--- config.mk ---
export PLATFORM = sky130hd
export DESIGN_NAME = tt_stim_driver
export DESIGN_NICKNAME = d
export VERILOG_FILES = /design/src/rtl/tt_stim_driver.sv
export SDC_FILE = /design/constraint.sdc
export NUM_CORES = 1
export LEC_CHECK = 0
export ABC_AREA = 1
export CAP_MARGIN = 20
export CORE_MARGIN = 4
export CORE_UTILIZATION = 50
export DETAILED_ROUTE_END_ITERATION = 12
export GPL_TIMING_DRIVEN = 0
export PLACE_DENSITY = 0.77
export RECOVER_POWER = 50
export SLEW_MARGIN = 10
export SYNTH_ARGS = -nofsm -noshare
export SYNTH_HDL_FRONTEND = slang
export SYNTH_SLANG_ARGS = --single-unit
--- constraint.sdc ---
create_clock -name clock -period 1.5 [get_ports clock]
set_input_delay 0.375 -clock clock [delete_from_list [all_inputs] [get_ports clock]]
set_output_delay 0.375 -clock clock [all_outputs]
set_load 0.01 [all_outputs]
--- src/rtl/tt_stim_driver.sv ---
// ----------------------------------------------------------------------------
// tt_stim_driver
//
// Wishbone-programmable stimulus and capture front end for the shared
// TinyTapeout project bank. It builds the 8-bit tt_in bus, drives the project
// select, and samples the selected project's output for firmware readout.
//
// tt_in layout:
//   bit 0     divided project clock (tt_clk)
//   bit 1     project reset (CTRL.tt_rst)
//   bits 7:2  static data (DATA[5:0])
//
// Register map (wbs_adr_i[4:2]):
//   0 CTRL    [0] run, [1] tt_rst, [10:8] sel, [16] irq enable (optional)
//   1 DIV     [DIV_W-1:0] half-period minus one, in system clocks
//   2 DATA    [5:0] -> tt_in[7:2]
//   3 STEP    write N = generate N pulses, read = pulses remaining
//   4 CAPT    [7:0] last sample, [8] changed (read-only, cleared by read)
//   5 CYCLES  [CYC_W-1:0] rising edge count, any write clears
//   6,7       unmapped: read 0, write ignored
//
// Parameters:
//   DIV_W      width of the half-period divider register
//   CYC_W      width of the generated-rising-edge counter
//   RESET_DIV  DIV value after reset
//
// Ports:
//   clock, reset_n           system clock, asynchronous active-low reset
//   wbs_stb_i .. wbs_dat_o   Wishbone slave (single-cycle ack, no back-to-back)
//   tt_in   (out, 8)         stimulus to the project bank
//   tt_sel  (out, 3)         project select to the output mux
//   tt_out  (in, 8)          selected project output from the mux
//   irq     (out, 1)         capture-changed pulse, only with TT_CAPT_IRQ_EN
//
// Build option:
//   TT_CAPT_IRQ_EN  adds the irq port and CTRL[16] irq enable.
// ----------------------------------------------------------------------------
module tt_stim_driver #(
    parameter int DIV_W     = 16,
    parameter int CYC_W     = 32,
    parameter int RESET_DIV = 4
) (
    input  logic        clock,
    input  logic        reset_n,
    input  logic        wbs_stb_i,
    input  logic        wbs_cyc_i,
    input  logic        wbs_we_i,
    input  logic [3:0]  wbs_sel_i,
    input  logic [31:0] wbs_adr_i,
    input  logic [31:0] wbs_dat_i,
    output logic        wbs_ack_o,
    output logic [31:0] wbs_dat_o,
    output logic [7:0]  tt_in,
    output logic [2:0]  tt_sel,
`ifdef TT_CAPT_IRQ_EN
    output logic        irq,
`endif
    input  logic [7:0]  tt_out
);

    localparam logic [2:0] ADR_CTRL   = 3'd0;
    localparam logic [2:0] ADR_DIV    = 3'd1;
    localparam logic [2:0] ADR_DATA   = 3'd2;
    localparam logic [2:0] ADR_STEP   = 3'd3;
    localparam logic [2:0] ADR_CAPT   = 3'd4;
    localparam logic [2:0] ADR_CYCLES = 3'd5;

    typedef enum logic {
        WB_IDLE,
        WB_ACK
    } wb_state_t;

    // Byte-lane merge for partial writes.
    function automatic logic [31:0] wb_merge(
        input logic [31:0] old_val,
        input logic [31:0] new_val,
        input logic [3:0]  sel
    );
        logic [31:0] merged;
        merged = old_val;
        for (int b = 0; b < 4; b++) begin
            if (sel[b]) merged[b*8 +: 8] = new_val[b*8 +: 8];
        end
        return merged;
    endfunction

    // ------------------------------------------------------------------------
    // Registers and wires
    // ------------------------------------------------------------------------
    wb_state_t          r_wb_state;
    wb_state_t          w_wb_next;
    logic [31:0]        r_dat_o;

    logic               r_run;
    logic               r_tt_rst;
    logic [2:0]         r_sel;
    logic [DIV_W-1:0]   r_div;
    logic [5:0]         r_data;
    logic [31:0]        r_step;
    logic [7:0]         r_capt;
    logic               r_changed;
    logic [CYC_W-1:0]   r_cycles;

    logic [DIV_W-1:0]   r_divcnt;
    logic               r_tt_clk;

    logic [2:0]         w_adr;
    logic               w_req;
    logic               w_wr;
    logic               w_rd;
    logic               w_wr_ctrl;
    logic               w_wr_div;
    logic               w_wr_data;
    logic               w_wr_step;
    logic               w_wr_cycles;
    logic               w_rd_capt;
    logic [31:0]        w_rdata;

    logic               w_active;
    logic               w_running;
    logic               w_toggle;
    logic               w_rise;
    logic               w_fall;
    logic               w_capt_diff;

    // Only adr[4:2] selects a register; the rest is don't-care.
    logic               w_unused_adr;
    assign w_unused_adr = ^{wbs_adr_i[31:5], wbs_adr_i[1:0]};

`ifdef TT_CAPT_IRQ_EN
    logic               r_irq_en;
    logic               r_irq;
`endif

    // ------------------------------------------------------------------------
    // Wishbone handshake: a two-state FSM. A request is only accepted in
    // IDLE, so ack is exactly one cycle wide and always followed by a low
    // cycle. The register access happens on the edge that enters ACK, so the
    // write is visible and read data is valid while ack is high.
    // ------------------------------------------------------------------------
    // NOTE: sequential state uses <= so every flop samples pre-edge values;
    // blocking = here would make results depend on statement order.
    always_ff @(posedge clock or negedge reset_n) begin
        if (!reset_n) r_wb_state <= WB_IDLE;
        else          r_wb_state <= w_wb_next;
    end

    // NOTE: every always_comb output gets a default first so no path leaves
    // it unassigned, which would otherwise infer a latch.
    always_comb begin
        w_wb_next = r_wb_state;
        case (r_wb_state)
            WB_IDLE: if (wbs_stb_i && wbs_cyc_i) w_wb_next = WB_ACK;
            WB_ACK:  w_wb_next = WB_IDLE;
            default: w_wb_next = WB_IDLE;
        endcase
    end

    assign w_adr       = wbs_adr_i[4:2];
    assign w_req       = (r_wb_state == WB_IDLE) && wbs_stb_i && wbs_cyc_i;
    assign w_wr        = w_req && wbs_we_i;
    assign w_rd        = w_req && !wbs_we_i;
    assign w_wr_ctrl   = w_wr && (w_adr == ADR_CTRL);
    assign w_wr_div    = w_wr && (w_adr == ADR_DIV);
    assign w_wr_data   = w_wr && (w_adr == ADR_DATA);
    assign w_wr_step   = w_wr && (w_adr == ADR_STEP);
    assign w_wr_cycles = w_wr && (w_adr == ADR_CYCLES);
    assign w_rd_capt   = w_rd && (w_adr == ADR_CAPT);

    // Read mux, sampled into r_dat_o on the request edge.
    always_comb begin
        w_rdata = '0;
        case (w_adr)
            ADR_CTRL: begin
                w_rdata[0]    = r_run;
                w_rdata[1]    = r_tt_rst;
                w_rdata[10:8] = r_sel;
`ifdef TT_CAPT_IRQ_EN
                w_rdata[16]   = r_irq_en;
`endif
            end
            ADR_DIV:    w_rdata[DIV_W-1:0] = r_div;
            ADR_DATA:   w_rdata[5:0]       = r_data;
            ADR_STEP:   w_rdata            = r_step;
            ADR_CAPT:   w_rdata[8:0]       = {r_changed, r_capt};
            ADR_CYCLES: w_rdata[CYC_W-1:0] = r_cycles;
            default:    w_rdata            = '0;
        endcase
    end

    // Read data is only non-zero during the ack cycle of a read.
    always_ff @(posedge clock or negedge reset_n) begin
        if (!reset_n) r_dat_o <= '0;
        else          r_dat_o <= w_rd ? w_rdata : '0;
    end

    assign wbs_ack_o = (r_wb_state == WB_ACK);
    assign wbs_dat_o = r_dat_o;

    // ------------------------------------------------------------------------
    // Control / configuration registers
    // ------------------------------------------------------------------------
    always_ff @(posedge clock or negedge reset_n) begin
        if (!reset_n) begin
            r_run    <= 1'b0;
            r_tt_rst <= 1'b0;
            r_sel    <= '0;
            r_div    <= DIV_W'(RESET_DIV);
            r_data   <= '0;
`ifdef TT_CAPT_IRQ_EN
            r_irq_en <= 1'b0;
`endif
        end else begin
            if (w_wr_ctrl) begin
                if (wbs_sel_i[0]) {r_tt_rst, r_run} <= wbs_dat_i[1:0];
                if (wbs_sel_i[1]) r_sel <= wbs_dat_i[10:8];
`ifdef TT_CAPT_IRQ_EN
                if (wbs_sel_i[2]) r_irq_en <= wbs_dat_i[16];
`endif
            end
            if (w_wr_div) r_div <= DIV_W'(wb_merge(32'(r_div), wbs_dat_i, wbs_sel_i));
            if (w_wr_data && wbs_sel_i[0]) r_data <= wbs_dat_i[5:0];
        end
    end

    // ------------------------------------------------------------------------
    // Project clock generator
    //
    // The divider keeps running while tt_clk is high even after the clock
    // becomes inactive, so the high phase always completes at full length and
    // the generator can only come to rest with tt_clk low. While at rest the
    // divider is held at zero so a restart begins with a full low phase.
    // A DIV write restarts the current phase and suppresses that cycle's
    // toggle.
    // ------------------------------------------------------------------------
    assign w_active  = r_run || (r_step != '0);
    assign w_running = w_active || r_tt_clk;
    assign w_toggle  = w_running && (r_divcnt == r_div) && !w_wr_div;
    assign w_rise    = w_toggle && !r_tt_clk;
    assign w_fall    = w_toggle && r_tt_clk;

    always_ff @(posedge clock or negedge reset_n) begin
        if (!reset_n) begin
            r_divcnt <= '0;
            r_tt_clk <= 1'b0;
        end else begin
            if (w_wr_div || !w_running || w_toggle) r_divcnt <= '0;
            else                                   r_divcnt <= r_divcnt + DIV_W'(1);
            if (w_toggle) r_tt_clk <= !r_tt_clk;
        end
    end

    // STEP: a write overwrites the remaining count; each rising edge consumes
    // one pulse. A write on the same cycle as a rising edge takes the written
    // value.
    always_ff @(posedge clock or negedge reset_n) begin
        if (!reset_n)                       r_step <= '0;
        else if (w_wr_step)                 r_step <= wb_merge(r_step, wbs_dat_i, wbs_sel_i);
        else if (w_rise && r_step != '0)    r_step <= r_step - 32'd1;
    end

    // CYCLES: clear from the bus wins over a coincident rising edge.
    always_ff @(posedge clock or negedge reset_n) begin
        if (!reset_n)         r_cycles <= '0;
        else if (w_wr_cycles) r_cycles <= '0;
        else if (w_rise)      r_cycles <= r_cycles + CYC_W'(1);
    end

    // ------------------------------------------------------------------------
    // Capture on the falling edge of tt_clk. The projects are clocked from
    // tt_clk, which is generated in this clock domain, so tt_out has settled
    // a full high phase before it is sampled here.
    // ------------------------------------------------------------------------
    assign w_capt_diff = (tt_out != r_capt);

    always_ff @(posedge clock or negedge reset_n) begin
        if (!reset_n) begin
            r_capt    <= '0;
            r_changed <= 1'b0;
        end else begin
            if (w_fall) r_capt <= tt_out;
            // A new change on the same cycle as the clearing read wins.
            if (w_fall && w_capt_diff) r_changed <= 1'b1;
            else if (w_rd_capt)        r_changed <= 1'b0;
        end
    end

`ifdef TT_CAPT_IRQ_EN
    always_ff @(posedge clock or negedge reset_n) begin
        if (!reset_n) r_irq <= 1'b0;
        else          r_irq <= w_fall && w_capt_diff && r_irq_en;
    end

    assign irq = r_irq;
`endif

    // ------------------------------------------------------------------------
    // Outputs: all straight from flops, no combinational path from the bus.
    // ------------------------------------------------------------------------
    assign tt_in  = {r_data, r_tt_rst, r_tt_clk};
    assign tt_sel = r_sel;

endmodule

* Yosys cells after proc, flatten, opt, wreduce, memory -nomap -nowiden *
Index checks and enable logic that the tools add are counted.
W data, S select, Z words.

storage, ports and cells
  flip-flop bits (word level) = 150
  bits of input ports = 81
  output and inout port bits = 44
  word-level logic and storage cells = 92

operators by class
  add/sub/neg operators = 3
  equal/unequal tests = 11
  mux-type cells = 21
  bitwise logic cells = 1
  reductions and logical operators = 39

operators by type and width
  kind                     number
  $mux W32                 5
  $add A32 B1 Y32 const B  1
  $mux W8                  4
  $pmux W16 S2             1
  $reduce_bool A32 Y1      1
  $sub A32 B1 Y32 const B  1
  $pmux W4 S5              1
  $logic_and A1 B1 Y1      18
  $add A16 B1 Y16 const B  1
  $eq A16 B16 Y1           1
  $mux W16                 1
  $pmux W2 S4              2
  $reduce_and A2 Y1        8
  $pmux W5 S3              1
  $pmux W2 S6              1
  $ne A2 B2 Y1 const B     4
  $ne A8 B8 Y1             1
  $eq A3 B2 Y1 const B     2
  $eq A3 B3 Y1 const B     2
  $reduce_bool A2 Y1       3
  $pmux W1 S5              1
  $logic_not A1 Y1         4
  $logic_or A1 B1 Y1       4
  $eq A3 B1 Y1 const B     1
  other kinds (4)          6

* Longest topological paths before layout *
Gate-level depths: netlist (run 1).

  depth in word-level cells = 11
  depth in mapped cells = 13
  gate-level depth less buffers = 13

* Least setup slack after synthesis (run 1) *
OpenSTA, ideal clock, no wires.

  path type = reg-to-reg
  start = register r_step[0]
  end = register r_step[16]
  setup time = 0.117 ns
  arrival time = 1.564 ns
  data required time = 1.383 ns
  slack = -0.181 ns
  cell stages (with the launch flop) = 11
  buffers on the path = 0
  clock period less this slack = 1.681 ns
  cell sequence = dfrtp_1 inv_1 ha_1 nand2_1 nor2_1 nand4_1 xnor2_1 nand2_1 nand2_1 nand2_1 nand2_1

between the ends
  longest elaborated chain between the ends = 9
  elaborated cells between the ends (all ways) = 12
  classes of those cells = add/sub: 1; mux: 2; reduce/logical: 9

RTL lines
  item                                                                     RTL line  text
  start: declaration                                                       99        logic [31:0] r_step;
  start signal: assignment                                                 258       else if (w_wr_step) r_step <= wb_merge(r_step, wbs_dat_i, wbs_sel_i);
  start signal: assignment                                                 259       else if (w_rise && r_step != '0) r_step <= r_step - 32'd1;
  parallel branches: the longest is 9 deep, another holds $sub A32 B1 Y32  --

Several ways; the timed one is not identified. The select of a mux whose other input is x is not followed.
A chain may end at the register's enable or synchronous reset.

* Final worst setup path (run 1) *
  start = register r_div[2]
  end = register r_step[8]

between the ends
  longest elaborated chain between the ends = 7

RTL lines
  item                              RTL line  text
  start: declaration                97        logic [DIV_W-1:0] r_div;
  start signal: assignment          208       r_div <= DIV_W'(RESET_DIV);
  start signal: assignment          221       if (w_wr_div) r_div <= DIV_W'(wb_merge(32'(r_div), wbs_dat_i, wbs_sel_i));
  $eq A16 B16 Y1                    238       assign w_toggle = w_running && (r_divcnt == r_div) && !w_wr_div;
  $logic_and A1 B1 Y1 (2 in a row)  238
  $logic_and A1 B1 Y1               239       assign w_rise = w_toggle && !r_tt_clk;
  $logic_and A1 B1 Y1               259
  $reduce_bool A2 Y1 (no line)      --
  $reduce_and A2 Y1 (no line)       --

Every way passes these cells.

==> results of run 1 <==
-- cells by family after synthesis --
logic type,count (synthesis),synth area share
mux,2,0.00257
simple gates,723,0.345
fa+ha+maj,4,0.00571
xor+xnor,56,0.0559
compound gates,142,0.0904
buf+inv,150,0.0726
flops,150,0.428
-- power by group through the flow --
stage	clock network [uW]	registers (uW)	logic [uW]
finish	4610	5210	4090
global route	4780	5250	4510
CTS	4640	5150	3440
detailed placement	0	5200	3120
global placement	0	5190	3050
floorplan	0	5030	2250
-- state kept, by name, summed over array words and instances (netlist names) --
name	cells
wbs_dat_o	32
r_div	16
r_step	32
r_tt_clk	1
r_cycles	32
r_changed	1
wbs_ack_o	1
r_tt_rst	1
r_divcnt	16
r_run	1
r_data	6
r_capt	8
tt_sel	3
-- worst register-to-register path, cell delays in order, from the launching register on --
cell	delay, ns
sky130_fd_sc_hd__dfstp_2	0.57
sky130_fd_sc_hd__xnor2_2	0.11
sky130_fd_sc_hd__nand2_1	0.06
sky130_fd_sc_hd__nor2_1	0.12
sky130_fd_sc_hd__nand2_2	0.09
sky130_fd_sc_hd__nor2_4	0.21
sky130_fd_sc_hd__nand4_4	0.19
sky130_fd_sc_hd__buf_12	0.21
sky130_fd_sc_hd__clkbuf_16	0.17
sky130_fd_sc_hd__nand3_2	0.05
sky130_fd_sc_hd__nand2_1	0.05
-- metal layers --
| metal | vias up | share of wire | wire length (um) |
|---|---|---|---|
| met3 | 96 | 0.092 | 2760 |
| met2 | 493 | 0.49 | 14500 |
| li1 | 4329 | - | - |
| met4 | 0 | 0.030 | 896 |
| met5 | - | 0 | 0 |
| met1 | 4452 | 0.39 | 11700 |
-- through the flow --
stage	utilization	area, um^2
global route	0.713	12300
detailed placement	0.594	10200
floorplan	-	8970
CTS	0.659	11400
finish	0.713	12300
global placement	0.592	10200
-- how the worst max path moves through the flow --
| stage | start | end | slack (ns) |
|---|---|---|---|
| 2_1_floorplan | r_step[5]$_DFFE_PN0P_ | r_cycles[1]$_DFFE_PN0P_ | -0.13 |
| 3_3_place_gp | reset_n | r_step[21]$_DFFE_PN0P_ | -6.11 |
| 3_5_place_dp | wbs_stb_i | wbs_dat_o[6]$_DFF_PN0_ | -1.30 |
| 4_1_cts | r_step[0]$_DFFE_PN0P_ | r_step[16]$_DFFE_PN0P_ | -0.35 |
| 5_1_grt | r_div[2]$_DFFE_PN1P_ | r_step[24]$_DFFE_PN0P_ | -0.50 |
| 6_report | r_div[2]$_DFFE_PN1P_ | r_step[8]$_DFFE_PN0P_ | -0.44 |
-- timing repair --
item	in CTS	in global routing
gates resized for setup	153	155
hold endpoints to repair	40	0
setup endpoints to repair	188	147
hold buffers	1	0
pin swaps	18	40
gates cloned	1	9
setup buffers	32	40
-- final cells by class --
class	instances	share of cell area
Buffer	34	0.0270
Sequential cell	150	0.309
Multi-Input combinational cell	928	0.416
Tap cell	225	0.0229
Clock inverter	11	0.0139
Clock buffer	21	0.0366
Timing Repair Buffer	178	0.139
Inverter	113	0.0351
-- synth_stat cells (all sizes together), types with 2 or more instances --
library cell	n	area [um^2]
nor3b	2	15.0
a31oi	4	25.0
o21bai	2	15.0
nand4	12	90.1
o22ai	6	37.5
mux2	2	22.5
nand3	105	541
and2	2	12.5
o21ai	85	425
nor4	4	31.3
or2	2	12.5
nor3	25	130
xor2	38	333
ha	4	50.1
a21oi	30	161
dfrtp	149	3730
a41oi	2	17.5
buf	23	160
nand2	400	1520
a221oi	9	78.8
clkinv	2	7.51
clkbuf	14	52.6
nor2	170	666
xnor2	18	158
inv	111	417
==> metrics.yaml, run 1 <==
synth_cells: 1227
clock_pin_slew_reported_for_the_worst_setup_and_hold_paths_after_clock_tree_synthesis_ns: 0.06
dieArea_um2: 19700
drt_first_pass_iters: 7
layout_commonest_cell: "sky130_fd_sc_hd__nand2_1"
timing.final.max_slew_violations: 0
mapped_avg_cell_area_um2: 7.15
cts-root-to-sink-buffers: 2
cts.root.buffer_cell: "sky130_fd_sc_hd__clkbuf_16"
hp-start: "r_divcnt[0]$_DFF_PN0_"
netlist-cell-type-count: 45
routed_wire_length_per_instance_um: 18.0
worst-endpoint-arrival_ns: 2.26
worstPathMaxFanout: 8
crit_path_max_incr_delay_ns: 0.57
critical_path.top_delay_family: "simple AND/OR/NAND/NOR gates"
outcome: "finished, violations left"
final_period_minus_worst_setup_slack_ns: 1.94
yosys_most_used_dff: "sky130_fd_sc_hd__dfrtp_1"
io_buffers: 95
dr.first_iter.drc_count: 981
gpl.final_weighted_congestion: 0.946
die_x_um: 140
initial_core_util: 0.509
cts_max_level: 4
syn_to_final_growth_pct: 40.1
rows: 48
critical-path-slowest-cell: "sky130_fd_sc_hd__dfstp_2"
ys_async_sr_fraction: 1.00
synth_seq_area_share: 0.428
netSwitchingPower_uw: 4820
number_of_synthesized_flops_with_an_enable_pin: 0
r2r_cells: 10
dp.cells: 1548
cts.sink_count: 150
finalWirelength_um: 29900
area.sequential_um2: 3800
hpwl_um: 20200
antenna_found_initial: 0
cp_common_cell: "sky130_fd_sc_hd__nand2_1"
slew_headroom: 0.573
die_h_um: 140
min_path_type: "register to register"
top_usage_layer: "met2"
proportion_of_power_drawn_by_flip_flops_and_latches: 0.374
power.density_nw_per_um2: 1130
yosys_register_bits: 150
grt_start_max_net_pins: 111
min_delay_worst_endpoint: "r_divcnt[0]$_DFF_PN0_"
global_route.usage.met3: 0.0546
num_cts_buffers: 17
totalPowerFinal_uw: 13900
n_antenna_cell: 0
detailroute.via_count: 9370
power.share.clock: 0.331
critical_path_buf_inv_count: 2
filler_cell_count: 1349
final_setup_vio_count: 134
groute.usage.overall: 0.285
top_level_ports: 125
setup_slack_reg_to_reg_ns: -0.44
holdWs_ns: 0.508
worstSetupPathType: "register to register"
multi_input_comb_area_um2: 5110
r2r-end: "r_step[8]$_DFFE_PN0P_"
setup_repair_after_global_routing_missed_its_margin: "yes"
drc: 0
timing.critical_path.to_type: "register"
hold_viol: 0
r2r_start: "r_div[2]$_DFFE_PN1P_"
combPwrFrac: 0.294
drv.max_cap_violation_count: 0
number_of_standard_cells_in_the_layout_taps_in_and_fillers_out: 1660
cts_tree: "done"
syn-num-nets: 1312
hold_depth: 1
final.period_utilization: 1.29
worstSkewPairLatency_ns: 0.44
drive_gt1_frac: 0.251
critical_path_depth: 10
slew_of_the_pin_with_the_lowest_slew_margin_ns: 0.640
finalSetupTns_ns: -37.76
design_internal_power_uw: 9090
total_leakage_power_uw: 0.00592
use_met1: 0.391
place_ws_ns: -1.30
p_sw_frac: 0.347
via_count_of_the_first_global_routing_pass: 8689
via_per_inst: 5.64
global_route.overflow_total: 0
detail-route-antenna-nets: 0
fin_nets: 1507
grt_first_pass_wirelength_um: 44700
timing.critical_path.required_ns: 1.82
count_of_synthesis_stage_warnings_from_yosys: 0
mostFrequentLayoutCells: "sky130_fd_sc_hd__nand2_1, sky130_fd_sc_hd__nor2_1, sky130_fd_sc_hd__dfrtp_1, sky130_fd_sc_hd__inv_1, sky130_fd_sc_hd__buf_4"
failed_checks: "negative setup slack"
vdd.ir_drop.worst_mv: 0.921
maxClockFrequency_mhz: 515
core_area_um2: 17200
start_kind: "register"
timing.final.ws_setup_ns: -0.441
syn-cell-area_um2: 8770
post_route_clock_skew_ns: 0.0154
grt_use_met2: 0.453
cp_cell_sequence: "xnor2_2 -> nand2_1 -> nor2_1 -> nand2_2 -> nor2_4 -> nand4_4 -> buf_12 -> clkbuf_16 -> nand3_2 -> nand2_1"
Power figures use the tool's default switching activity.
==> run 2, diff against run 1 <==
- CTS_BUF_LIST: unset -> sky130_fd_sc_hd__clkbuf_8 sky130_fd_sc_hd__clkbuf_16
==> run 2 against run 1 <==
Against the previous run:
- the run still ends with negative setup slack left
- register-to-register slack worse by 0.04 ns
- clock power hardly changed
- combinational power is 1% higher
- critical endpoint is now r_step[24]$_DFFE_PN0P_
- largest power group unchanged
==> metrics.yaml, run 2 (synthesis results as in run 1) <==
setup_repair_after_global_routing_missed_its_margin: "yes"  # unchanged
antenna_found_initial: 0  # unchanged
finalInstanceArea_um2: 12700  # was 12300 um^2
die_h_um: 140  # unchanged
worstSetupPathType: "register to register"  # unchanged
initial_core_util: 0.509  # unchanged
cts.root.buffer_cell: "sky130_fd_sc_hd__clkbuf_16"  # unchanged
mostFrequentLayoutCells: "sky130_fd_sc_hd__nand2_1, sky130_fd_sc_hd__nor2_1, sky130_fd_sc_hd__dfrtp_1, sky130_fd_sc_hd__inv_1, sky130_fd_sc_hd__buf_4"  # unchanged
groute.usage.overall: 0.285  # about the same
outcome: "finished, violations left"  # unchanged
timing.final.ws_setup_ns: -0.481  # was -0.441 ns
cts-root-to-sink-buffers: 2  # unchanged
worstPathMaxFanout: 8  # unchanged
p_sw_frac: 0.349  # was 0.347
drv.max_cap_violation_count: 0  # unchanged
crit_path_max_incr_delay_ns: 0.58  # was 0.57 ns
dieArea_um2: 19700  # unchanged
hold_viol: 0  # unchanged
setup_slack_reg_to_reg_ns: -0.48  # was -0.44 ns
grt_start_max_net_pins: 111  # unchanged
rows: 48  # unchanged
drive_gt1_frac: 0.278  # was 0.251
final_setup_vio_count: 144  # was 134
core_area_um2: 17200  # unchanged
drt_first_pass_iters: 5  # was 7
final_period_minus_worst_setup_slack_ns: 1.98  # was 1.94 ns
critical_path_buf_inv_count: 2  # unchanged
dr.first_iter.drc_count: 1015  # was 981
via_count_of_the_first_global_routing_pass: 8687  # was 8689
hold_depth: 4  # was 1
design_internal_power_uw: 9090  # about the same
cts.sink_count: 150  # unchanged
post_route_clock_skew_ns: 0.0154  # about the same
total_leakage_power_uw: 0.00605  # was 0.00592 uW
worst-endpoint-arrival_ns: 2.30  # was 2.26 ns
layout_commonest_cell: "sky130_fd_sc_hd__nand2_1"  # unchanged
vdd.ir_drop.worst_mv: 0.973  # was 0.921 mV
syn_to_final_growth_pct: 44.2  # was 40.1%
min_path_type: "input pin to register"  # was register to register
power.density_nw_per_um2: 1100  # was 1130 nW/um^2
gpl.final_weighted_congestion: 0.946  # unchanged
drc: 0  # unchanged
cp_cell_sequence: "xnor2_2 -> nand2_1 -> nor2_1 -> nand2_2 -> nor2_4 -> nand4_4 -> buf_12 -> buf_12 -> nand3_2 -> nand2_1"  # was xnor2_2 -> nand2_1 -> nor2_1 -> nand2_2 -> nor2_4 -> nand4_4 -> buf_12 -> clkbuf_16 -> nand3_2 -> nand2_1
critical-path-slowest-cell: "sky130_fd_sc_hd__dfstp_2"  # unchanged
n_antenna_cell: 0  # unchanged
combPwrFrac: 0.297  # was 0.294
r2r-end: "r_step[24]$_DFFE_PN0P_"  # was r_step[8]$_DFFE_PN0P_
detailroute.via_count: 9544  # was 9370
netSwitchingPower_uw: 4880  # was 4820 uW
die_x_um: 140  # unchanged
io_buffers: 95  # unchanged
startpoint: "r_div[2]$_DFFE_PN1P_"  # unchanged
timing.critical_path.required_ns: 1.82  # about the same
detail-route-antenna-nets: 0  # unchanged
global_route.overflow_total: 0  # unchanged
slew_of_the_pin_with_the_lowest_slew_margin_ns: 0.632  # was 0.640 ns
proportion_of_power_drawn_by_flip_flops_and_latches: 0.374  # about the same
fin_util: 0.734  # was 0.713
grt_first_pass_wirelength_um: 44700  # about the same
finalWirelength_um: 31200  # was 29900 um
min_delay_worst_endpoint: "wbs_ack_o$_DFF_PN0_"  # was r_divcnt[0]$_DFF_PN0_
critical_path.top_delay_family: "simple AND/OR/NAND/NOR gates"  # unchanged
failed_checks: "negative setup slack"  # unchanged
r2r_start: "r_div[2]$_DFFE_PN1P_"  # unchanged
r2r_cells: 10  # unchanged
fin_nets: 1517  # was 1507
timing.final.max_slew_violations: 0  # unchanged
clock_pin_slew_reported_for_the_worst_setup_and_hold_paths_after_clock_tree_synthesis_ns: 0.07  # was 0.06 ns
routed_wire_length_per_instance_um: 18.7  # was 18.0 um
maxClockFrequency_mhz: 505  # was 515 MHz
via_per_inst: 5.71  # was 5.64
top_level_ports: 125  # unchanged
num_cts_buffers: 17  # unchanged
hpwl_um: 20200  # unchanged
start_kind: "register"  # unchanged
final.period_utilization: 1.32  # was 1.29
hp-start: "wbs_stb_i"  # was r_divcnt[0]$_DFF_PN0_
cts_tree: "done"  # unchanged
timing.critical_path.to_type: "register"  # unchanged
cts_max_level: 4  # unchanged
power.share.clock: 0.329  # was 0.331
slew_headroom: 0.579  # was 0.573
worstSkewPairLatency_ns: 0.44  # about the same
dpl_cell_area_um2: 10200  # unchanged
## run 2: worst max path at each step
stage,end,depth (start not counted)
finish,r_step[24]$_DFFE_PN0P_,10
detailed placement,wbs_dat_o[6]$_DFF_PN0_,6
floorplan,r_cycles[1]$_DFFE_PN0P_,11
global placement,r_step[21]$_DFFE_PN0P_,1
CTS,r_step[16]$_DFFE_PN0P_,10
global route,r_step[19]$_DFFE_PN0P_,10
## run 2: cell type report
cell class,count,area (um^2)
Buffer,34,370
Sequential cell,150,3800
Tap cell,225,282
Clock inverter,14,183
Fill cell,1265,4590
Clock buffer,18,439
Timing Repair Buffer,188,1870
Multi-Input combinational cell,928,5280
Inverter,113,435
## run 2: worst register-to-register path, cell delays in order, from the launching register on
cell                      delay (ns)
sky130_fd_sc_hd__dfstp_2        0.58
sky130_fd_sc_hd__xnor2_2        0.11
sky130_fd_sc_hd__nand2_1        0.06
sky130_fd_sc_hd__nor2_1         0.13
sky130_fd_sc_hd__nand2_2        0.09
sky130_fd_sc_hd__nor2_4         0.22
sky130_fd_sc_hd__nand4_4        0.19
sky130_fd_sc_hd__buf_12         0.21
sky130_fd_sc_hd__buf_12         0.14
sky130_fd_sc_hd__nand3_2        0.06
sky130_fd_sc_hd__nand2_1        0.08
## run 2: power groups by stage
stage          clock [uW]  combinational (uW)  sequential [uW]
6_report             4590                4150             5230
5_1_grt              4770                4590             5260
4_1_cts              4620                3430             5150
3_5_place_dp            0                3120             5200
3_3_place_gp            0                3050             5190
2_1_floorplan           0                2250             5030
## run 2: routing by layer
layer	vias up	wire length, um	global-route usage
li1	4361	-	-
met1	4531	12000	0.391
met2	524	15000	0.453
met3	128	2960	0.0546
met4	0	1270	0.102
met5	-	0	0
## run 2: per-stage QoR
step / setup WS [ns] / TNS (ns) / total power [uW] / std cells / hold slack [ns]
6_report: -0.481 / -40.68 / 14000 / 1670 / 0.347
5_1_grt: -0.546 / -63.38 / 14600 / 1670 / 0.360
4_1_cts: -0.352 / -33.09 / 13200 / 1613 / 0.416
3_5_place_dp: -1.30 / -138.53 / 8320 / 1548 / 0.281
3_3_place_gp: -6.11 / -1047.82 / 8240 / 1547 / 0.495
2_1_floorplan: -0.129 / -8.93 / 7280 / 1227 / 0.0794
## run 2: repair_timing
action                                  CTS  global route
endpoints found under the setup margin  188           147
endpoints found under the hold margin    40             0
pin swaps                                18            44
buffers inserted                         32            45
resized for setup                       153           241
hold buffers                              1             0
cloned                                    1            14
